## src/rtl/aoi_pkg.sv

```systemverilog
// aoi_pkg: shared state encoding, generalised AOI golden model and MISR step.
package aoi_pkg;

    typedef enum logic [1:0] {
        IDLE  = 2'd0,
        RUN   = 2'd1,
        DRAIN = 2'd2,
        DONE  = 2'd3
    } state_t;

    // Pairs (x0&x1), (x2&x3), ... are ORed; an odd top bit joins the OR alone.
    function automatic logic aoi_golden(input logic [15:0] vec, input int n);
        logic acc;
        acc = 1'b0;
        for (int i = 0; i < 16; i += 2) begin
            if (i + 1 < n)
                acc = acc | (vec[i] & vec[i+1]);
            else if (i < n)
                acc = acc | vec[i];
        end
        return ~acc;
    endfunction

    // Callers truncate the result to their own signature width w.
    function automatic logic [31:0] misr_step(input logic [31:0] s, input logic [31:0] poly,
                                              input int w, input logic d);
        return (s << 1) ^ (s[w-1] ? poly : 32'd0) ^ {31'd0, d};
    endfunction

endpackage

```

## src/rtl/aoi_misr.sv

```systemverilog
// aoi_misr: serial-input MISR that folds one response bit per enabled cycle.
module aoi_misr
    import aoi_pkg::*;
#(
    parameter int               SIG_W = 16,
    parameter logic [SIG_W-1:0] POLY  = 16'h1021
) (
    input  logic             clk,
    input  logic             rst_n,
    input  logic             clr,
    input  logic             en,
    input  logic             din,
    output logic [SIG_W-1:0] sig
);

    always_ff @(posedge clk or negedge rst_n) begin
        if (!rst_n)
            sig <= '0;
        else if (clr)
            sig <= '0;
        else if (en)
            sig <= SIG_W'(misr_step(32'(sig), 32'(POLY), SIG_W, din));
    end

endmodule

```

## src/rtl/aoi_bist.sv

```systemverilog
// aoi_bist: exhaustive BIST sweeping 2^N_IN vectors into an external AOI and
// checking each latency-aligned response against the golden AOI function.
module aoi_bist
    import aoi_pkg::*;
#(
    parameter int               N_IN  = 5,
    parameter int               PIPE  = 0,
    parameter int               SIG_W = 16,
    parameter logic [SIG_W-1:0] POLY  = 16'h1021
) (
    input  logic              clk,
    input  logic              rst_n,
    input  logic              start,
    input  logic              abort,
    output logic [N_IN-1:0]   x_out,
    input  logic              y_in,
    output logic              busy,
    output logic              done,
    output logic              pass,
    output logic              aborted,
    output logic [N_IN:0]     err_cnt,
    output logic [N_IN-1:0]   first_fail,
    output logic [SIG_W-1:0]  sig
);

    localparam logic [N_IN-1:0] LAST = '1;

    state_t          state, nxt;
    logic            go, stop, active, tail_v, cmp, miss;
    logic [N_IN-1:0] tail_vec;
    logic [2:0]      dcnt;

    assign active = (state == RUN) || (state == DRAIN);
    assign go     = start && !active;
    assign stop   = abort && active;
    assign cmp    = tail_v && active && !stop;
    assign miss   = cmp && (aoi_golden(16'(tail_vec), N_IN) != y_in);

    always_comb begin
        nxt = state;
        if (go)
            nxt = RUN;
        else if (stop)
            nxt = DONE;
        else if (state == RUN && x_out == LAST)
            nxt = (PIPE > 0) ? DRAIN : DONE;
        else if (state == DRAIN && dcnt == 3'd0)
            nxt = DONE;
    end

    always_ff @(posedge clk or negedge rst_n) begin
        if (!rst_n) begin
            state      <= IDLE;
            x_out      <= '0;
            err_cnt    <= '0;
            first_fail <= '0;
            busy       <= 1'b0;
            done       <= 1'b0;
            pass       <= 1'b0;
            aborted    <= 1'b0;
            dcnt       <= '0;
        end else begin
            state <= nxt;
            busy  <= (nxt == RUN) || (nxt == DRAIN);
            done  <= nxt == DONE;
            pass  <= (nxt == DONE) && !stop && !aborted && !miss && (err_cnt == '0);
            if (state == RUN)
                dcnt <= 3'(PIPE - 1);
            else if (state == DRAIN && dcnt != 3'd0)
                dcnt <= dcnt - 3'd1;
            if (go) begin
                x_out      <= '0;
                err_cnt    <= '0;
                first_fail <= '0;
                aborted    <= 1'b0;
            end else begin
                if (state == RUN && nxt == RUN)
                    x_out <= x_out + 1'b1;
                if (miss) begin
                    err_cnt <= err_cnt + 1'b1;
                    if (err_cnt == '0)
                        first_fail <= tail_vec;
                end
                if (stop)
                    aborted <= 1'b1;
            end
        end
    end

    // The delay line aligns each vector with the response the DUT returns PIPE cycles later.
    if (PIPE == 0) begin : g_comb
        assign tail_v   = state == RUN;
        assign tail_vec = x_out;
    end else begin : g_pipe
        logic [PIPE-1:0] dv;
        logic [N_IN-1:0] dvec [PIPE];
        always_ff @(posedge clk or negedge rst_n) begin
            if (!rst_n)
                dv <= '0;
            else
                dv <= go ? '0 : (dv << 1) | PIPE'(state == RUN);
        end
        always_ff @(posedge clk) begin
            dvec[0] <= x_out;
            for (int i = 1; i < PIPE; i++)
                dvec[i] <= dvec[i-1];
        end
        assign tail_v   = dv[PIPE-1];
        assign tail_vec = dvec[PIPE-1];
    end

    aoi_misr #(.SIG_W(SIG_W), .POLY(POLY)) u_misr (
        .clk   (clk),
        .rst_n (rst_n),
        .clr   (go),
        .en    (cmp),
        .din   (y_in),
        .sig   (sig)
    );

endmodule

```

## config.mk

```make
export PLATFORM = sky130hd
export DESIGN_NAME = aoi_bist
export DESIGN_NICKNAME = d
export VERILOG_FILES = /design/src/rtl/aoi_pkg.sv /design/src/rtl/aoi_misr.sv /design/src/rtl/aoi_bist.sv
export SDC_FILE = /design/constraint.sdc
export NUM_CORES = 1
export LEC_CHECK = 0
export CAP_MARGIN = 20
export CORE_ASPECT_RATIO = 1.5
export CORE_MARGIN = 8
export CORE_UTILIZATION = 39
export DETAILED_ROUTE_END_ITERATION = 10
export GPL_ROUTABILITY_DRIVEN = 0
export GPL_TIMING_DRIVEN = 0
export HOLD_SLACK_MARGIN = 0.15
export PLACE_DENSITY = 0.74
export SETUP_SLACK_MARGIN = 0.5
export SLEW_MARGIN = 20
export SYNTH_ARGS = -nofsm -noshare
export SYNTH_HDL_FRONTEND = slang
export SYNTH_SLANG_ARGS = --single-unit
```

## constraint.sdc

```tcl
create_clock -name clk -period 2.46 [get_ports clk]
set_input_delay 0.492 -clock clk [delete_from_list [all_inputs] [get_ports clk]]
set_output_delay 0.492 -clock clk [all_outputs]
set_load 0.01 [all_outputs]
```

==> results of run 1 <==
state kept, by name (all words and copies together), names as in the netlist:
name / cells
busy: 1
aborted: 1
u_misr.sig: 16
first_fail: 5
done: 1
x_out: 5
err_cnt: 6
dcnt: 3
pass: 1
state: 2
report_power, final:
group / total (mW) / switching (mW) / internal (mW)
registers: 0.970 / 0.136 / 0.834
clock network: 0.571 / 0.241 / 0.330
logic: 1.16 / 0.590 / 0.575
total: 2.71 / 0.966 / 1.74
worst min path at each step:
stage / from / end / slack, ns / depth (start not counted)
floorplan: rst_n / aborted / 0.20 / 0
global placement: dcnt[1] / dcnt[1] / 0.47 / 1
detailed placement: rst_n / err_cnt[3] / 0.44 / 1
CTS: aborted / pass / 0.50 / 1
global route: dcnt[1] / dcnt[1] / 0.54 / 1
finish: dcnt[1] / dcnt[1] / 0.51 / 1
layout make-up:
class,instances,area (sq um)
fillers,438,2080
flip-flops and latches,41,1030
multi-input cells,142,945
repair buffers,48,474
clock buffers,6,82.6
well taps,66,82.6
plain buffers,9,48.8
clock inverters,2,37.5
inverters,9,33.8
kinds of logic (layout without fill, tap and decap cells):
| kind of cell | Yosys count | in the layout | synth area share [%] |
|---|---|---|---|
| flip-flops | 41 | 41 | 53.0 |
| buffers and inverters | 18 | 74 | 4.00 |
| multiplexers | 2 | 2 | 1.10 |
| AND/OR/NAND/NOR | 78 | 78 | 19.0 |
| XOR/XNOR | 7 | 7 | 3.17 |
| adder cells (fa/ha/maj) | 10 | 10 | 6.46 |
| AO/OA/AOI/OAI | 45 | 45 | 13.3 |
through the flow:
stage	util (%)	total power, mW	cells	TNS [ns]
floorplan	-	1.52	201	0
global placement	51.2	1.99	307	-6.70
detailed placement	51.6	2.00	308	-0.268
CTS	55.6	2.66	322	0
global route	56.8	2.87	323	0
finish	56.8	2.71	323	0
critical path, stage by stage (launching register included):
cell and delay, ns:
dfrtp_2 0.43, ha_4 0.16, and3_4 0.18, ha_4 0.15, a221o_1 0.34, o21ai_2 0.21
ha_4 0.19, nand2_4 0.07, or3_1 0.31, a21oi_1 0.14
routing by layer:
metal  routed length, um  part of all wire (%)
met5                   0                     0
met2                2520                    55
met3                 242                   5.3
met4                 108                   2.4
met1                1680                    37
cell usage in the layout, fill, tap and decap left out, types with 5 or more instances in the layout:
master,n
dfrtp_1,39
clkdlybuf4s50_1,39
nand2_1,35
a21oi_1,25
nor2_1,9
inv_1,8
nand3_1,8
o21ai_1,7
ha_1,6
clkbuf_8,6
xnor2_1,5
buf_4,5
repair_timing:
action	in CTS	in global routing
endpoints found under the setup margin	8	23
pin swaps	7	4
hold buffers	1	0
resized for setup	6	12
setup buffers	5	1
hold endpoints to repair	15	0
==> results.toml, run 1 <==
[grt]
grt_start_max_net_pins = 27
grt_util_all_layers_pct = 13.0
grt_pass1_wl_um = 7560
met2_usage_pct = 24.4
top_usage_layer = "met2"
antenna_found_initial = 0
use_met1_pct = 12.2
grt_pass1_vias = 1635
gr-total-overflow = 0
grt_use_met3_pct = 3.63

[layout]
drive_above_1_share_pct = 15.6
antenna_cells = 0
fin_nets = 271
fin_area_sq_um = 2730
syn_to_final_growth_pct = 41.1

[logic_synthesis]
syn_avg_cell_area_sq_um = 9.64
synth_edf_count = 0
synth.yosys.seq_area_share_pct = 53.0
yosysUniqueCellTypes = 33
yosysMostFrequentCell = "dfrtp_1"
synth_area_leader_cell = "dfrtp_1"
postSynthCellCount = 201
synth_area_sq_um = 1940
ys.flop_type = "dfrtp_1"
yosys-top-cells-count = "dfrtp_1 (41), nand2_1 (36), a21oi_1 (26), ha_1 (10), nand3_1 (10)"
netlist.area_leader.share_pct = 53.0
ys.warnings.count = 0
synth-seq-cells = 41
synthArstFlopShare_pct = 100
ys_top_cells_by_area = "dfrtp_1 (53%), nand2_1 (7.0%), a21oi_1 (6.7%)"
syn_nets = 216

[setup_path]
r2r_setup_slack_ns = 0.20
r2r_end = "x_out[3]"
worstSetupStartpointType = "register"
setup.worst_path.class = "register to register"
endpoint_kind = "register"
r2r_cells = 9
critPathArrivalTime_ns = 2.48
startpoint = "x_out[0]"
required_ns = 2.68
r2r_start = "x_out[0]"
worstPathMaxFanout = 5
worstSetupEndpoint = "x_out[3]"

[drt]
finalWirelength_um = 4550
dr.pass1.iters = 4
remaining_drc_errors = 0
post_drt_wl_per_cell_um = 14.1
vias = 1601
ant_nets = 0
vias_per_cell = 4.96
drt-initial-drc-count = 62

[run]
max-cap-violations = 0

[power]
ir_drop_mv = 0.352
power_density_nw_per_um2 = 990
p_leak_nw = 1.14

[floorplan]
chipWidth_um = 73.5
die_area_sq_um = 7520
io_pins = 41
rows = 31
core-area_sq_um = 4810
die_y_um = 102
start_util_pct = 40.3

[clocking]
cts_tree = "built"
clkLatencyLatePin_ns = 0.30
numCtsBuffers = 5
clockBufferDepth = 2
ctsHtreeMaxLevel = 2
cts.clk_slew.worst_paths_ns = 0.08
root_buffer = "clkbuf_8"
clock_sinks = 41

[sta]
max_slew_margin_pct = 67.0
fin_crit_sh_pct = 91.7
tightest_slew_ns = 0.496
slew_viol_final = 0
whs_ns = 0.514
setup_ws_ns = 0.204
fmax_mhz = 443
setup_viol = 0
fin_crit_ns = 2.26
rsz0062_at_grt = "true"
hold_viol_final = 0
fin_skew_ns = 0.00947

[place]
dp_slack_ns = -0.115
dpl_cell_area_sq_um = 2480
dp_hpwl_um = 3500
io_buffers = 40

[run_status]
status = "completed"

[min_path]
hp-class = "register to register"
Note: power is estimated with default switching activity, not from simulation.
==> inputs of run 2 (changes only) <==
--- a/config.mk
+++ b/config.mk
@@ -15,3 +15,3 @@
 export HOLD_SLACK_MARGIN = 0.15
-export PLACE_DENSITY = 0.74
+export PLACE_DENSITY = 0.72
 export SETUP_SLACK_MARGIN = 0.5
==> constraint.sdc (replaced) <==
create_clock -name clk -period 2.6 [get_ports clk]
set_input_delay 0.52 -clock clk [delete_from_list [all_inputs] [get_ports clk]]
set_output_delay 0.52 -clock clk [all_outputs]
set_load 0.02 [all_outputs]
==> run 2 against run 1 <==
Effect of this change: setup slack better by 0.13 ns; global-route usage is 0.098 points higher; sequential power is 5.6% lower; via count is 1.6% higher; register-to-register slack better by 0.13 ns; sequential share of layout area is 1.0 points higher; first-iteration DRC count is 15% lower; hold slack worse by 0.023 ns; fmax is 0.59% lower; critical endpoint is now x_out[2].
==> results.toml, run 2 (synthesis gave the netlist of run 1 again) <==
[run_status]
status = "completed"

[clocking]
numCtsBuffers = 5
clockBufferDepth = 2
clkLatencyLatePin_ns = 0.29
clock_sinks = 41
ctsHtreeMaxLevel = 2
cts.clk_slew.worst_paths_ns = 0.07
root_buffer = "clkbuf_8"
cts_tree = "built"

[sta]
setup_viol = 0
tns_ns = 0
fin_crit_ns = 2.27
fin_skew_ns = 0.00155
max_slew_margin_pct = 66.2
slew_viol_final = 0
rsz0062_at_grt = "true"
fmax_mhz = 441
fin_crit_sh_pct = 87.3
setup_ws_ns = 0.330
tightest_slew_ns = 0.508
hold_viol_final = 0

[power]
p_leak_nw = 1.13
ir_drop_mv = 0.458
finalPower_mw = 2.52
power_density_nw_per_um2 = 949

[drt]
drt-initial-drc-count = 53
vias_per_cell = 5.03
remaining_drc_errors = 0
finalWirelength_um = 4560
post_drt_wl_per_cell_um = 14.1
vias = 1626
ant_nets = 0
dr.pass1.iters = 4

[layout]
mostFrequentLayoutCells = "dfrtp_1 (39), clkdlybuf4s50_1 (39), nand2_1 (35)"
fin_area_sq_um = 2660
top_register = "u_misr.sig"
largest_reg_flops = 16
reg.largest.list = "u_misr.sig: 16 flops, err_cnt: 6 flops"
antenna_cells = 0
syn_to_final_growth_pct = 37.4
fin_nets = 271
regArea_sq_um = 1030
layoutNonFillerInstCount = 323
n_fill_cell = 448
drive_above_1_share_pct = 12.5
multi_input_area_sq_um = 897

[floorplan]
die_y_um = 102
chipWidth_um = 73.5
io_pins = 41
start_util_pct = 40.3
die_area_sq_um = 7520
core-area_sq_um = 4810
rows = 31

[setup_path]
endpoint_kind = "register"
required_ns = 2.76
setup.worst_path.class = "register to register"
worstPathMaxFanout = 4
critPathArrivalTime_ns = 2.43
worstSetupStartpointType = "register"

[place]
io_buffers = 40
dpl_cell_area_sq_um = 2480
dp.cells = 308
dp_slack_ns = -0.0112
dp_hpwl_um = 3540

[grt]
gr-total-overflow = 0
antenna_found_initial = 0
grt_start_max_net_pins = 33
grt_util_all_layers_pct = 13.1
grt_pass1_wl_um = 7820
grt_pass1_vias = 1667

[run]
max-cap-violations = 0

[min_path]
hp-class = "register to register"
-- run 2: changes by cell type in the layout (fill, tap and decap cells not counted), sizes merged --
cell	before	now
clkinv	0	1
bufinv	1	0
clkbuf	13	14
clkinvlp	1	0
-- run 2: worst max-delay path, cell delays in order, from the launching register on --
cell,delay (ns)
dfrtp_2,0.43
ha_4,0.16
and3_4,0.18
ha_4,0.15
a221o_1,0.34
or3_4,0.38
ha_4,0.20
nand3_2,0.08
xor2_1,0.17
nor2_1,0.05
-- run 2: area by class of cell --
class	instances	area share [%]
flip-flops and latches	41	38.6
multi-input cells	142	33.7
clock inverters	1	0.188
plain buffers	9	1.79
well taps	66	3.10
repair buffers	48	17.7
inverters	9	1.27
clock buffers	7	3.62
-- run 2: final timing paths --
path / endpoint / cells after the start / slack [ns] / start
setup reg to reg: x_out[2] / 9 / 0.33 / x_out[0]
max in group asynchronous: x_out[0] / 3 / 1.53 / rst_n
hold / removal: dcnt[1] / 1 / 0.49 / dcnt[1]
setup / recovery: x_out[2] / 9 / 0.33 / x_out[0]
min in group asynchronous: err_cnt[5] / 2 / 0.62 / rst_n
hold reg to reg: dcnt[1] / 1 / 0.49 / dcnt[1]
-- run 2: where the power goes --
| part | leakage, nW | internal [mW] | switching, mW |
|---|---|---|---|
| Clock | 0.0542 | 0.240 | 0.212 |
| Combinational | 0.551 | 0.514 | 0.642 |
| Sequential | 0.529 | 0.790 | 0.126 |
| Total | 1.13 | 1.54 | 0.981 |
-- run 2: per-stage QoR --
step	utilization (%)	hold WS, ns
after floorplan	-	0.224
after CTS	54.8	0.495
final	55.3	0.490
after detailed placement	51.5	0.401
after global routing	55.3	0.529
after global placement	51.2	0.468
-- run 2: routing by layer --
| layer | vias up | wire length (um) | track usage, % |
|---|---|---|---|
| met5 | - | 0 | 0 |
| met4 | 0 | 48 | 3.86 |
| met3 | 5 | 202 | 3.24 |
| met2 | 33 | 2530 | 25.5 |
| met1 | 798 | 1780 | 12.8 |
| li1 | 790 | - | - |
-- run 2: timing repair --
| action | CTS | global route |
|---|---|---|
| setup buffers | 3 | 3 |
| resized for setup | 4 | 3 |
| hold endpoints to repair | 9 | 0 |
| hold buffers | 1 | 0 |
| endpoints found under the setup margin | 7 | 16 |
| pin swaps | 5 | 4 |
